<file path="config.mk">
export PLATFORM = sky130hd
export DESIGN_NAME = pipe_hazard_sb
export DESIGN_NICKNAME = d
export VERILOG_FILES = /design/src/rtl/pipe_hazard_sb_pkg.sv /design/src/rtl/pipe_hazard_sb_entry.sv /design/src/rtl/pipe_hazard_sb.sv
export SDC_FILE = /design/constraint.sdc
export NUM_CORES = 1
export LEC_CHECK = 0
export CORE_ASPECT_RATIO = 0.6
export CORE_MARGIN = 4
export CORE_UTILIZATION = 23
export CTS_CLUSTER_SIZE = 12
export DETAILED_ROUTE_END_ITERATION = 6
export GPL_ROUTABILITY_DRIVEN = 1
export PLACE_DENSITY = 0.35
export RECOVER_POWER = 25
export SYNTH_ARGS = -nofsm -noshare
export SYNTH_HDL_FRONTEND = slang
export SYNTH_HIERARCHICAL = 1
export SYNTH_SLANG_ARGS = --single-unit
</file>
<file path="constraint.sdc">
create_clock -name clk -period 3.7 [get_ports clk]
set_clock_uncertainty 0.2 [all_clocks]
set_input_delay 0.37 -clock clk [delete_from_list [all_inputs] [get_ports clk]]
set_output_delay 0.37 -clock clk [all_outputs]
set_load 0.02 [all_outputs]
</file>
<file path="src/rtl/pipe_hazard_sb_pkg.sv">
// Shared encodings for the pipe_hazard_sb scoreboard hazard unit: instruction
// classes, forward-select codes, and the scoreboard counter width.
package pipe_hazard_sb_pkg;

  localparam int CNT_W = 4;

  typedef logic [CNT_W-1:0] cnt_t;

  typedef enum logic [1:0] {
    CLS_ALU  = 2'b00,
    CLS_LOAD = 2'b01,
    CLS_MUL  = 2'b10,
    CLS_RSVD = 2'b11
  } cls_e;

  typedef enum logic [1:0] {
    FWD_RF  = 2'b00,
    FWD_WB  = 2'b01,
    FWD_MEM = 2'b10
  } fwd_e;

  // Cycles until a freshly issued result becomes forwardable; reserved class acts as ALU.
  function automatic cnt_t result_lat(logic [1:0] cls, int ld_lat, int mul_lat);
    case (cls)
      CLS_LOAD: return cnt_t'(ld_lat);
      CLS_MUL:  return cnt_t'(mul_lat);
      default:  return '0;
    endcase
  endfunction

endpackage

</file>
<file path="src/rtl/pipe_hazard_sb_entry.sv">
// One scoreboard slot: countdown to zero, a new load overrides the decrement,
// and a flush clear overrides both.
module sb_entry
  import pipe_hazard_sb_pkg::*;
(
  input  logic clk,
  input  logic reset,
  input  logic load,
  input  cnt_t load_val,
  input  logic clr,
  output cnt_t cnt
);

  always_ff @(posedge clk or posedge reset) begin
    if (reset) begin
      cnt <= '0;
    end else if (clr) begin
      cnt <= '0;
    end else if (load) begin
      cnt <= load_val;
    end else if (cnt != '0) begin
      cnt <= cnt - 1'b1;
    end
  end

endmodule

</file>
<file path="src/rtl/pipe_hazard_sb.sv">
// Scoreboard-based hazard unit: data/structural stalls, control flushes and
// Execute-stage forwarding. Define HZ_SB_STATS_EN to add stall/flush counters.
module pipe_hazard_sb
  import pipe_hazard_sb_pkg::*;
#(
  parameter int NREG    = 16,
  parameter int LD_LAT  = 1,
  parameter int MUL_LAT = 4,
  localparam int RA_W   = $clog2(NREG)
) (
  input  logic            clk,
  input  logic            reset,
  input  logic            issue_d,
  input  logic [RA_W-1:0] ra1_d,
  input  logic [RA_W-1:0] ra2_d,
  input  logic            use1_d,
  input  logic            use2_d,
  input  logic [RA_W-1:0] wa_d,
  input  logic            we_d,
  input  logic [1:0]      cls_d,
  input  logic            Match_1E_M,
  input  logic            Match_1E_W,
  input  logic            Match_2E_M,
  input  logic            Match_2E_W,
  input  logic            RegWriteM,
  input  logic            RegWriteW,
  input  logic            PCSrcD,
  input  logic            PCSrcE,
  input  logic            PCSrcM,
  input  logic            PCSrcW,
  input  logic            BranchTakenE,
  output logic [1:0]      ForwardAE,
  output logic [1:0]      ForwardBE,
  output logic            StallF,
  output logic            StallD,
  output logic            FlushD,
  output logic            FlushE,
`ifdef HZ_SB_STATS_EN
  output logic [31:0]     stall_cnt,
  output logic [31:0]     flush_cnt,
`endif
  output logic            mul_busy
);

  cnt_t            cnt [NREG];
  cnt_t            mul_cnt;
  cnt_t            ld_val;
  logic            hz;
  logic            sz;
  logic            adv;
  logic            ex_clr;
  logic            ex_valid;
  logic            ex_we;
  logic [RA_W-1:0] ex_wa;
  logic [1:0]      ex_cls;

  assign ld_val   = result_lat(cls_d, LD_LAT, MUL_LAT);
  assign hz       = issue_d & ((use1_d & (cnt[ra1_d] != '0)) | (use2_d & (cnt[ra2_d] != '0)));
  assign mul_busy = (mul_cnt != '0);
  assign sz       = issue_d & (cls_d == CLS_MUL) & mul_busy;

  assign StallD = hz | sz;
  assign StallF = StallD | PCSrcD | PCSrcE | PCSrcM;
  assign FlushD = PCSrcD | PCSrcE | PCSrcM | PCSrcW | BranchTakenE;
  assign FlushE = StallD | BranchTakenE;

  assign adv    = issue_d & ~StallD & ~FlushD;
  // A taken branch squashes whatever entered Execute last, so its pending result never arrives.
  assign ex_clr = BranchTakenE & ex_valid;

  for (genvar i = 0; i < NREG; i++) begin : g_sb
    sb_entry u_entry (
      .clk      (clk),
      .reset    (reset),
      .load     (adv & we_d & (wa_d == RA_W'(i))),
      .load_val (ld_val),
      .clr      (ex_clr & ex_we & (ex_wa == RA_W'(i))),
      .cnt      (cnt[i])
    );
  end

  always_ff @(posedge clk or posedge reset) begin
    if (reset) begin
      mul_cnt <= '0;
    end else if (ex_clr && (ex_cls == CLS_MUL)) begin
      mul_cnt <= '0;
    end else if (adv && (cls_d == CLS_MUL)) begin
      mul_cnt <= cnt_t'(MUL_LAT);
    end else if (mul_cnt != '0) begin
      mul_cnt <= mul_cnt - 1'b1;
    end
  end

  always_ff @(posedge clk or posedge reset) begin
    if (reset) begin
      ex_valid <= 1'b0;
      ex_we    <= 1'b0;
      ex_wa    <= '0;
      ex_cls   <= CLS_ALU;
    end else if (FlushE) begin
      ex_valid <= 1'b0;
    end else begin
      ex_valid <= adv;
      ex_we    <= we_d;
      ex_wa    <= wa_d;
      ex_cls   <= cls_d;
    end
  end

  always_comb begin
    ForwardAE = FWD_RF;
    ForwardBE = FWD_RF;
    if (Match_1E_M && RegWriteM)      ForwardAE = FWD_MEM;
    else if (Match_1E_W && RegWriteW) ForwardAE = FWD_WB;
    if (Match_2E_M && RegWriteM)      ForwardBE = FWD_MEM;
    else if (Match_2E_W && RegWriteW) ForwardBE = FWD_WB;
  end

`ifdef HZ_SB_STATS_EN
  always_ff @(posedge clk or posedge reset) begin
    if (reset) begin
      stall_cnt <= '0;
      flush_cnt <= '0;
    end else begin
      if (StallD && (stall_cnt != '1)) stall_cnt <= stall_cnt + 1'b1;
      if (FlushE && (flush_cnt != '1)) flush_cnt <= flush_cnt + 1'b1;
    end
  end
`endif

endmodule

</file>
# After elaboration in Yosys (flattened, before gate mapping)
# Cells that the tools add are included.
# op_classes
add_sub_neg,17
order_cmp,2
n_eq_ne,33
muxes,63
n_bitwise,56
n_reduce_logical,44
# ops
op,n
2-to-1 mux 4 bit,55
nonzero test 4 bit,19
subtractor 4 x 1 -> 4 bit (second input constant),17
equality test 4 bit (second input constant),16
nonzero test 3 bit,17
bitwise AND 1 bit,42
binary-select mux 4 bit (select 4 bit),2
equality test 4 x 3 -> 1 bit (second input constant),8
equality test 4 x 2 -> 1 bit (second input constant),4
>= comparator 5 bit (second input constant),2
NOT 4 -> 5 bit,2
bitwise OR 1 bit,10
equality test 4 x 1 -> 1 bit (second input constant),2
zero test 4 bit,2
logical AND 1 bit,6
case mux 3 bit (2 select lines),1
equality test 2 bit (second input constant),2
2-to-1 mux 2 bit,2
2-to-1 mux 1 bit,3
equality test 2 x 1 -> 1 bit (second input constant),1
NOT 1 bit,2
# word_totals
regBits,76
input_bits,31
out_inout_bits,9
elab_cells,236

# Logic depth before layout (Yosys ltp)
# Gate-level depths: netlist of the first run.
# depth
depth_word,16
mapped_depth,13
mapped_depth_nobuf,12

# Modules after synthesis
# Netlist of the first run, hierarchy kept.
# modules_own_cells
mod,instances,cells_each,area_each_um2
sb_entry,16,29,260.2
pipe_hazard_sb,1,176,1445.1

# Least setup slack after synthesis of the first run
# No wires, ideal clock.
# synth_path
path_type,register to register
start,register mul_cnt[0]
end,register g_sb[0].u_entry.cnt[0]
arrival_ps,2755
path_slack_ps,619
path_stages_with_launch,14
cell_sequence,dfrtp_1 > inv_1 > ha_1 > nor3b_2 > inv_2 > a21oi_1 > o41ai_1 > nor3_1 > o32a_2 > nand4b_2 > nor4_1 > clkbuf_1 > nor3_1 > a221o_2
# synth_between
elab_chain_len,10
word_cells_on_any_way,11
cone_classes,mux (2); bitwise (7); reduce/logical (2)
# synth_lines
element,line,rtl
"start, declared",pipe_hazard_sb.sv:46,cnt_t mul_cnt;
"start signal, assigned",pipe_hazard_sb.sv:88,mul_cnt <= cnt_t'(MUL_LAT);
"start signal, assigned",pipe_hazard_sb.sv:90,mul_cnt <= mul_cnt - 1'b1;
nonzero test 4 bit *,pipe_hazard_sb.sv:59,assign mul_busy = (mul_cnt != '0);
via mul_busy,pipe_hazard_sb.sv:42,output logic mul_busy
bitwise AND 1 bit *,pipe_hazard_sb.sv:60,assign sz = issue_d & (cls_d == CLS_MUL) & mul_busy;
bitwise OR 1 bit *,pipe_hazard_sb.sv:62,assign StallD = hz | sz;
NOT 1 bit *,pipe_hazard_sb.sv:67,assign adv = issue_d & ~StallD & ~FlushD;
bitwise AND 1 bit * (2 in a row),pipe_hazard_sb.sv:67,
bitwise AND 1 bit * (2 in a row),pipe_hazard_sb.sv:75,".load (adv & we_d & (wa_d == RA_W'(i))),"
2-to-1 mux 4 bit,pipe_hazard_sb_entry.sv:19,end else if (load) begin
2-to-1 mux 4 bit,pipe_hazard_sb_entry.sv:17,end else if (clr) begin
"end signal, assigned",pipe_hazard_sb_entry.sv:20,cnt <= load_val;
"end signal, assigned",pipe_hazard_sb_entry.sv:22,cnt <= cnt - 1'b1;
"end, declared",pipe_hazard_sb_entry.sv:11,output cnt_t cnt
# The timed path passes the listed nets; every way through them passes the cells marked *.
# A chain may end at the register's enable or synchronous reset.

# Final worst setup path of the first run
# layout_path
start,register g_sb[4].u_entry.cnt[1]
end,output port FlushE
# layout_between
elab_chain_len,9
word_cells_on_any_way,14
cone_classes,mux (6); bitwise (6); reduce/logical (2)
# layout_lines
element,line,rtl
"start, declared",pipe_hazard_sb_entry.sv:11,
"start signal, assigned",pipe_hazard_sb_entry.sv:20,
"start signal, assigned",pipe_hazard_sb_entry.sv:22,
binary-select mux 4 bit (select 4 bit),pipe_hazard_sb.sv:58,assign hz = issue_d & ((use1_d & (cnt[ra1_d] != '0)) | (use2_d & (cnt[ra2_d] != '0)));
2-to-1 mux 4 bit (implied by the code) (2 in a row),pipe_hazard_sb.sv:58,
nonzero test 4 bit,pipe_hazard_sb.sv:58,
bitwise AND 1 bit,pipe_hazard_sb.sv:58,
bitwise OR 1 bit *,pipe_hazard_sb.sv:58,
bitwise AND 1 bit *,pipe_hazard_sb.sv:58,
bitwise OR 1 bit *,pipe_hazard_sb.sv:62,
bitwise OR 1 bit *,pipe_hazard_sb.sv:65,assign FlushE = StallD | BranchTakenE;
"end, declared",pipe_hazard_sb.sv:37,"output logic FlushE,"
# Mark *: on every way between the ends. The rest lies on a longest branch, timed or not. The select of a mux whose other input is x is not followed.

==> results.tsv, run 1 <==
metric	value	unit
status	finished clean	
final setup fails	0	
Core ar.	0.02351	mm^2
Setup TNS	0	ns
VDD IR-drop max	0.2210	mV
root buffer cell	clkbuf_16	
area of the multi-input gates	0.003407	mm^2
GP Congestion	0.8064	
Clk pwr share	19.8	%
Crit path buffers/inverters	2	
Setup Slack @ Placement	0.07416	ns
Async SR Flop Fraction	100.0	%
Vert. Die Dim	129.0	um
number of synthesized flops with an enable pin	0	
LEAKAGE	3.045	nW
Pins Over Slew Limit	0	
fin crit share	96.58	%
mapped cell area	0.005609	mm^2
maxcap violations	0	
nets	799	
most frequent cells in the layout	104 x inv_1, 75 x dfrtp_1, 54 x nor2_1	
Yosys warnings	6	
CP max stage delay	0.54	ns
kind of critical path	reg2out	
CTS tree	done	
Tot Pwr	5.081	mW
Worst Tran Pin Value	1.249	ns
CP top delay family	simple AND/OR/NAND/NOR gates	
drt via density	4.661	
total track usage	12.78	%
drt initial violations	290	
dominant synthesized flop cell	dfrtp_1	
sw power	1.905	mW
initial antenna violation count	0	
Initial DRT Pass Iterations	5	
HP Class	reg2reg	
startpoint types	register	
hpwl dp	13.09	mm
Slew headroom	16.75	%
CTS H-Tree Depth	3	
Unique masters post-synth	53	
vias in the first global route	4615	
RSZ-0062 raised after global routing	no	
Final Hold Viols	0	
FILL cells	2446	
Antenna Cells	0	
DRC violations left	0	
wire per inst	15.93	um
clk_lat worst skew	0.36	ns
Layout area overhead	28.28	%
CTS Sinks	76	
Seq pwr share	34.4	%
minimum clock period	3.573	ns
Worst Path Required	3.13	ns
CP Capture Type	output port	
ANT nets after route	0	
critical path arrival	3.00	ns
post-synthesis sequential area ratio	33.91	%
area share of the largest cell type after synthesis	33.91	%
Yosys reg bits	76	
IO Count	40	
share of layout cells above drive strength 1	20.53	%
largest area contributor in the netlist	dfrtp_1	
DIE AREA	0.02703	mm^2
first-pass GRT wire length	26.70	mm
commonest non-fill, non-tap cell in the layout	inv_1	
Final Worst Setup Slack	0.1265	ns
average size of a mapped cell	8.764	um^2
CP max FO	4	
clk buf depth	2	
combinational power share	45.8	%
critical-path cell list	nor4_4 -> mux4_2 -> or3b_1 -> o221ai_2 -> o32ai_4 -> a21oi_4 -> inv_1 -> clkdlybuf4s50_1	
Post-Syn Instances	640	
Slowest cell on crit path	clkdlybuf4s50_1	
die width	209.6	um
FMAX	279.8	MHz
pwr dens	706.1	mW/mm^2
Initial Util	23.86	%
Worst-path clk slew	0.06	ns
sequential cell area	0.001903	mm^2
WL final	17.05	mm
CTS buffer count	9	
Vias	4987	
grt ovf	0	
Sw Share	37.49	%
PortBufs	39	
ranking of synthesized cells by area	dfrtp_1 34%, inv_1 7.0%, ha_1 4.0%	
largest net degree at the start of global routing	18	
cell row count	43	
P_int	3.176	mW
[sequential cells by signal, indices dropped and copies added (netlist names)]
name,count
ex_valid,1
mul_cnt,4
ex_we,1
ex_cls,2
ex_wa,4
g_sb.u_entry/cnt,64
[worst reg2reg max path: stages, from the launching register on]
cell and delay [ns]:
dfrtp_1 0.43, nor4_4 0.49, mux4_2 0.32, or3b_1 0.36
o221ai_2 0.12, o32a_2 0.25, nand4b_2 0.30, nor2_1 0.33
buf_4 0.18, nor3_1 0.04, a221o_2 0.38
[synthesized netlist by cell type (all sizes together), types with 2 or more instances]
cell / count
or3b: 19
a21oi: 54
dfrtp: 76
nand3: 4
a211o: 16
nor4b: 17
nor2: 54
a221o: 16
a221oi: 18
mux2: 23
or3: 3
ha: 18
nor4: 28
o21a: 16
clkbuf: 19
o22ai: 3
and2: 5
mux4: 3
or4: 7
nand2: 28
a211oi: 2
inv: 106
nor2b: 21
nor3: 42
nand3b: 19
nand2b: 5
[worst paths after layout]
path	to	slack (ns)	cells after the start	from
worst max-delay path	FlushE	0.13	8	g_sb[4].u_entry/cnt[1]
worst min-delay path	ex_cls[0]	0.30	1	ex_cls[0]
worst max register to register	g_sb[2].u_entry/cnt[0]	0.19	10	g_sb[4].u_entry/cnt[1]
worst min register to register	ex_cls[0]	0.30	1	ex_cls[0]
max in group asynchronous	ex_wa[3]	1.93	3	reset
min in group asynchronous	g_sb[12].u_entry/cnt[3]	0.85	3	reset
[power groups by stage]
stage          clock network [mW]  logic, mW  registers [mW]
6_report                     1.01       2.33            1.75
5_1_grt                      1.08       2.60            1.82
3_3_place_gp                    0       2.27            1.73
3_5_place_dp                    0       2.31            1.73
4_1_cts                      1.05       2.31            1.72
2_1_floorplan                   0       1.86            1.61
[timing repair]
action                                  4_1_cts  5_1_grt
hold buffers                                  0        0
resized for setup                             0        9
endpoints found under the setup margin        0        6
buffers inserted                              0        0
[per-stage QoR]
step           utilization, %  hold slack (ns)  instances  cell area [um^2]
2_1_floorplan               -         -0.06392        671              5725
3_3_place_gp            28.96           0.2932       1054              6808
3_5_place_dp            28.96           0.2899       1054              6808
4_1_cts                 30.39           0.2887       1070              7144
5_1_grt                 30.61           0.3204       1070              7196
6_report                30.61           0.3047       1070              7196
[layout make-up]
class | instances | area share (%)
Clock buffer | 11 | 3.512
Tap cell | 315 | 5.477
Clock inverter | 5 | 1.165
Timing Repair Buffer | 88 | 10.52
Inverter | 106 | 5.529
Sequential cell | 76 | 26.45
Multi-Input combinational cell | 469 | 47.35
[kinds of logic after synthesis]
| kind of cell | share of synthesized area [%] |
|---|---|
| adder cells (fa/ha/maj) | 4.015 |
| other | 0.06686 |
| buffers and inverters | 8.432 |
| XOR/XNOR | 0.3123 |
| AND/OR/NAND/NOR | 27.91 |
| flip-flops | 33.91 |
| AO/OA/AOI/OAI | 19.07 |
| multiplexers | 6.290 |
[layer usage]
layer / GRT usage (%) / wire [um]
met4: 2.876 / 193
met1: 19.48 / 9406
met3: 2.802 / 511
met5: 0 / 0
met2: 18.33 / 6933
Note: power is estimated with default switching activity, not from simulation.
==> run 2, diff against run 1 <==
==> constraint.sdc (replaced) <==
create_clock -name clk -period 3.7 [get_ports clk]
set_clock_uncertainty 0.2 [all_clocks]
set_input_delay 0.555 -clock clk [delete_from_list [all_inputs] [get_ports clk]]
set_output_delay 0.555 -clock clk [all_outputs]
set_load 0.02 [all_outputs]
==> results.tsv, run 2 (synthesis results as in run 1) <==
metric	value	unit	change
cell row count	43		unchanged
HP Class	reg2reg		
Setup Slack @ Placement	-0.07137	ns	-0.1455 ns
GP Congestion	0.8207		+1.8%
nets	813		+1.8%
RSZ-0062 raised after global routing	no		
Top Metal Used	met4		
minimum clock period	3.543	ns	-0.03018 ns
DRC violations left	0		unchanged
Core ar.	0.02351	mm^2	unchanged
Reg with most FFs	g_sb.u_entry/cnt		
Fin Hold WS	0.3228	ns	+0.01812 ns
vias in the first global route	4930		+6.8%
final setup fails	0		unchanged
Vert. Die Dim	129.0	um	unchanged
share of layout cells above drive strength 1	22.24	%	+1.7 points
pwr dens	706.3	mW/mm^2	about the same
Largest register FFs	64		unchanged
hpwl dp	13.28	mm	+1.4%
DIE AREA	0.02703	mm^2	unchanged
sequential cell area	0.001902	mm^2	about the same
total track usage	13.06	%	+0.28 points
Antenna Cells	0		unchanged
wire per inst	15.77	um	-1.0%
Initial Util	23.86	%	unchanged
ANT nets after route	0		unchanged
VDD IR-drop max	0.2805	mV	+27%
Worst-path clk slew	0.07	ns	about the same
area of the multi-input gates	0.003410	mm^2	about the same
dpl cell area	0.006925	mm^2	+1.7%
Slew headroom	15.30	%	-1.5 points
setup bufs post-CTS	0		unchanged
met3 wire len	528	um	+3.3%
most frequent cells in the layout	104 x inv_1, 76 x dfrtp_1, 61 x buf_4		
initial antenna violation count	0		unchanged
LEAKAGE	3.131	nW	+2.8%
drt via density	4.575		-1.8%
kind of critical path	reg2out		
Worst Tran Pin Value	1.271	ns	+0.02178 ns
DRT met1 WL	9.158	mm	-2.6%
root buffer cell	clkbuf_16		
commonest non-fill, non-tap cell in the layout	inv_1		
FILL cells	2462		+0.65%
Core Util, Final	31.15	%	+0.54 points
status	finished clean		
largest net degree at the start of global routing	18		unchanged
PortBufs	39		unchanged
CTS Sinks	76		unchanged
Final Hold Viols	0		unchanged
CTS Hold Bufs	0		unchanged
grt ovf	0		unchanged
biggest regs	g_sb.u_entry/cnt x64, ex_wa x4, mul_cnt x4		
critical path arrival	2.79	ns	-0.21 ns
CTS tree	done		
Layout area overhead	30.56	%	
CTS buffer count	9		unchanged
fin crit share	95.77	%	-0.82 points
CTS H-Tree Depth	3		unchanged
CP max FO	6		+2
maxcap violations	0		unchanged
FMAX	282.2	MHz	+0.85%
Vias	4959		-0.56%
Initial DRT Pass Iterations	5		unchanged
die width	209.6	um	unchanged
startpoint types	register		
metal2 WL	7.270	mm	+4.9%
WL final	17.09	mm	+0.26%
Pins Over Slew Limit	0		unchanged
Worst Path Required	2.94	ns	-0.19 ns
clk_lat worst skew	0.36	ns	about the same
Tot Pwr	5.173	mW	+1.8%
Final Cell Area	0.007323	mm^2	+1.8%
first-pass GRT wire length	27.50	mm	+3.0%
IO Count	40		unchanged
clk buf depth	2		unchanged
Final Worst Setup Slack	0.1567	ns	+0.03018 ns
CP Capture Type	output port		
drt initial violations	294		+1.4%
run 2: cell types whose count changed in the layout (fill, tap and decap cells not counted), sizes merged:
cell / previous run / this run
dlymetal6s2s: 1 / 0
clkinvlp: 2 / 0
bufinv: 2 / 3
buf: 48 / 62
dlygate4sd2: 0 / 3
clkdlybuf4s50: 37 / 35
clkbuf: 12 / 13
run 2: layer usage:
layer  vias up  GRT usage (%)
met1      2357          18.98
met5         -              0
met4         0          2.876
li1       2529              -
met2        63          19.89
met3        10          2.924
run 2: layout make-up:
cell class              instances  area share (%)
clock buffers                  12           3.502
clock inverters                 4           1.298
inverters                     106           5.433
multi-input cells             469           46.56
flip-flops and latches         76           25.97
well taps                     315           5.382
repair buffers                102           11.86
run 2: report_power, final:
group          internal (mW)  leakage (nW)  total (mW)  switching [mW]
registers               1.24         0.914        1.75           0.516
clock network          0.696         0.173        1.08           0.385
logic                   1.33          2.04        2.34            1.01
run 2: worst max-delay path, stage by stage (launching register included):
cell           delay, ns
dfrtp_1             0.45
nor4_4              0.33
buf_4               0.19
mux4_2              0.23
or3b_1              0.35
o221ai_2            0.09
o32ai_2             0.10
buf_4               0.17
a21oi_4             0.15
inv_1               0.06
dlygate4sd2_1       0.31
run 2: path summary, 6_finish.rpt:
path | startpoint | depth (start not counted) | slack, ns | endpoint
min in group asynchronous | reset | 3 | 1.02 | g_sb[7].u_entry/cnt[0]
max in group asynchronous | reset | 3 | 1.73 | ex_wa[0]
min | ex_cls[0] | 1 | 0.32 | ex_cls[0]
max | g_sb[4].u_entry/cnt[2] | 10 | 0.16 | FlushE
min reg2reg | ex_cls[0] | 1 | 0.32 | ex_cls[0]
max reg2reg | g_sb[4].u_entry/cnt[2] | 12 | 0.29 | g_sb[10].u_entry/cnt[0]
run 2: what timing repair did:
action                     CTS  global route
setup endpoints to repair    3             2
hold endpoints to repair     0             0
resized for setup           10             3
pin swaps                    0             0
run 2: per-stage QoR:
stage / setup TNS, ns / cells
6_report: 0 / 1084
5_1_grt: 0 / 1084
4_1_cts: 0 / 1084
3_5_place_dp: -0.3108 / 1068
3_3_place_gp: -0.08524 / 1068
2_1_floorplan: 0 / 671
==> run 3, diff against run 2 <==
==> constraint.sdc (replaced) <==
create_clock -name clk -period 3.7 [get_ports clk]
set_clock_uncertainty 0.2 [all_clocks]
set_input_delay 0.555 -clock clk [delete_from_list [all_inputs] [get_ports clk]]
set_output_delay 0.555 -clock clk [all_outputs]
set_load 0.1 [all_outputs]
==> results.tsv, run 3 (synthesis results as in run 1) <==
metric	value	unit	change
status	finished clean		
vias in the first global route	4871		-1.2%
FF-to-FF path depth	12		unchanged
Antenna Cells	0		unchanged
most frequent CP cell	buf_4		
die width	209.6	um	unchanged
drt initial violations	309		+5.1%
clk_lat worst skew	0.35	ns	about the same
clk buf depth	2		unchanged
RSZ-0062 raised after global routing	no		
DIE AREA	0.02703	mm^2	unchanged
drt via density	4.651		+1.7%
Core ar.	0.02351	mm^2	unchanged
final setup fails	0		unchanged
cell row count	43		unchanged
Worst-path clk slew	0.06	ns	about the same
critical-path cell list	clkdlybuf4s50_1 -> inv_2 -> mux4_2 -> nor2b_1 -> nor3_1 -> buf_4 -> o32ai_2 -> buf_4 -> nand2_1 -> nand2b_1 -> buf_12		
GP Congestion	0.8252		+0.55%
register-to-register setup slack	0.29	ns	about the same
sw power	1.918	mW	+0.39%
share of layout cells above drive strength 1	22.08	%	-0.16 points
CTS H-Tree Depth	3		unchanged
startpoint types	primary input		
Slew headroom	18.99	%	+3.7 points
total track usage	12.79	%	-0.27 points
Final Hold Viols	0		unchanged
combinational power share	46.6	%	+1.4 points
IO Count	40		unchanged
Setup TNS	0	ns	unchanged
root buffer cell	clkbuf_16		
Initial Util	23.86	%	unchanged
biggest regs	g_sb.u_entry/cnt x64, ex_wa x4, mul_cnt x4		
wire per inst	15.71	um	-0.38%
Sw Share	37.44	%	+0.51 points
LEAKAGE	3.103	nW	-0.88%
maxcap violations	0		unchanged
CP max FO	2		-4
HP Class	reg2reg		
Seq pwr share	33.7	%	-0.2 points
FILL cells	2474		+0.49%
PortBufs	39		unchanged
kind of critical path	in2out		
Vias	5005		+0.93%
Clk pwr share	19.7	%	-1.2 points
Largest register FFs	64		unchanged
CP max stage delay	0.50	ns	+0.05 ns
largest net degree at the start of global routing	18		unchanged
DRC violations left	0		unchanged
area of the multi-input gates	0.003368	mm^2	-1.2%
initial antenna violation count	0		unchanged
FMAX	283.3	MHz	+0.40%
CTS buffer count	9		unchanged
hold path depth	1		unchanged
grt ovf	0		unchanged
Layout area overhead	29.04	%	
minimum clock period	3.529	ns	-0.01408 ns
hpwl dp	13.31	mm	+0.26%
critical path arrival	2.77	ns	-0.02 ns
Vert. Die Dim	129.0	um	unchanged
Worst Tran Pin Value	1.215	ns	-0.05539 ns
Initial DRT Pass Iterations	5		unchanged
WL final	16.90	mm	-1.1%
first-pass GRT wire length	26.90	mm	-2.2%
commonest non-fill, non-tap cell in the layout	inv_1		
Pins Over Slew Limit	0		unchanged
CTS tree	done		
Fin Hold WS	0.3110	ns	-0.01178 ns
CTS Sinks	76		unchanged
pwr dens	707.7	mW/mm^2	+0.19%
ANT nets after route	0		unchanged
Slowest cell on crit path	mux4_2		
nets	805		-0.98%
VDD IR-drop max	0.2417	mV	-14%
sequential cell area	0.001902	mm^2	unchanged
most frequent cells in the layout	103 x inv_1, 76 x dfrtp_1, 58 x buf_4		
Worst Path Required	2.94	ns	about the same
Reg with most FFs	g_sb.u_entry/cnt		
CP Capture Type	output port		
fin crit share	95.38	%	-0.38 points
P_int	3.205	mW	-1.8%
[run 3: changes by cell type in the layout (fill, tap and decap cells not counted), sizes merged]
| cell | previous run | this run |
|---|---|---|
| dlygate4sd2 | 3 | 0 |
| buf | 62 | 63 |
| clkdlybuf4s50 | 35 | 29 |
| bufinv | 3 | 2 |
| clkinv | 1 | 2 |
[run 3: path summary, 6_finish.rpt]
check,from,to
setup / recovery,ra1_d[0],StallF
hold / removal,ex_cls[0],ex_cls[0]
setup reg to reg,g_sb[13].u_entry/cnt[0],g_sb[12].u_entry/cnt[2]
hold reg to reg,ex_cls[0],ex_cls[0]
max in group asynchronous,reset,mul_cnt[3]
min in group asynchronous,reset,g_sb[7].u_entry/cnt[0]
[run 3: per-layer routing]
metal  vias up  share of wire [%]  global-route usage [%]
met3        13                3.3                   3.070
met1      2408                 54                   18.72
met2        81                 41                   18.96
li1       2503                  -                       -
met5         -                  0                       0
met4         0                1.5                   3.221
[run 3: power by group through the flow]
stage	clock network, mW	logic [mW]	registers (mW)
global placement	0	2.35	1.72
finish	1.01	2.39	1.73
global route	1.08	2.69	1.80
detailed placement	0	2.39	1.73
CTS	1.05	2.40	1.72
floorplan	0	1.92	1.61
[run 3: repair_timing]
action,CTS,global route
setup buffers,0,1
setup endpoints to repair,0,4
hold endpoints to repair,0,0
hold buffers,0,0
resized for setup,0,3
[run 3: layout make-up]
type,count,area share (%)
Clock buffer,12,3.682
Clock inverter,4,0.9680
Inverter,106,5.497
Multi-Input combinational cell,469,46.53
Sequential cell,76,26.27
Tap cell,315,5.445
Timing Repair Buffer,94,11.60
[run 3: per-stage QoR]
stage,util (%),power [mW],cell area (um^2),cells,setup slack (ns)
2_1_floorplan,-,3.529,5725,671,0.2963
3_3_place_gp,29.29,4.075,6885,1059,-0.01748
3_5_place_dp,29.29,4.122,6885,1059,-0.05639
4_1_cts,30.72,5.171,7222,1075,0.1126
5_1_grt,30.79,5.573,7238,1076,0.004584
6_report,30.79,5.122,7238,1076,0.1708
[run 3: worst max-delay path: cells and delay by family]
kind            cells  cell delay [ns]
buf+inv             5             1.12
mux                 1             0.50
simple gates        4             0.41
compound gates      1             0.19
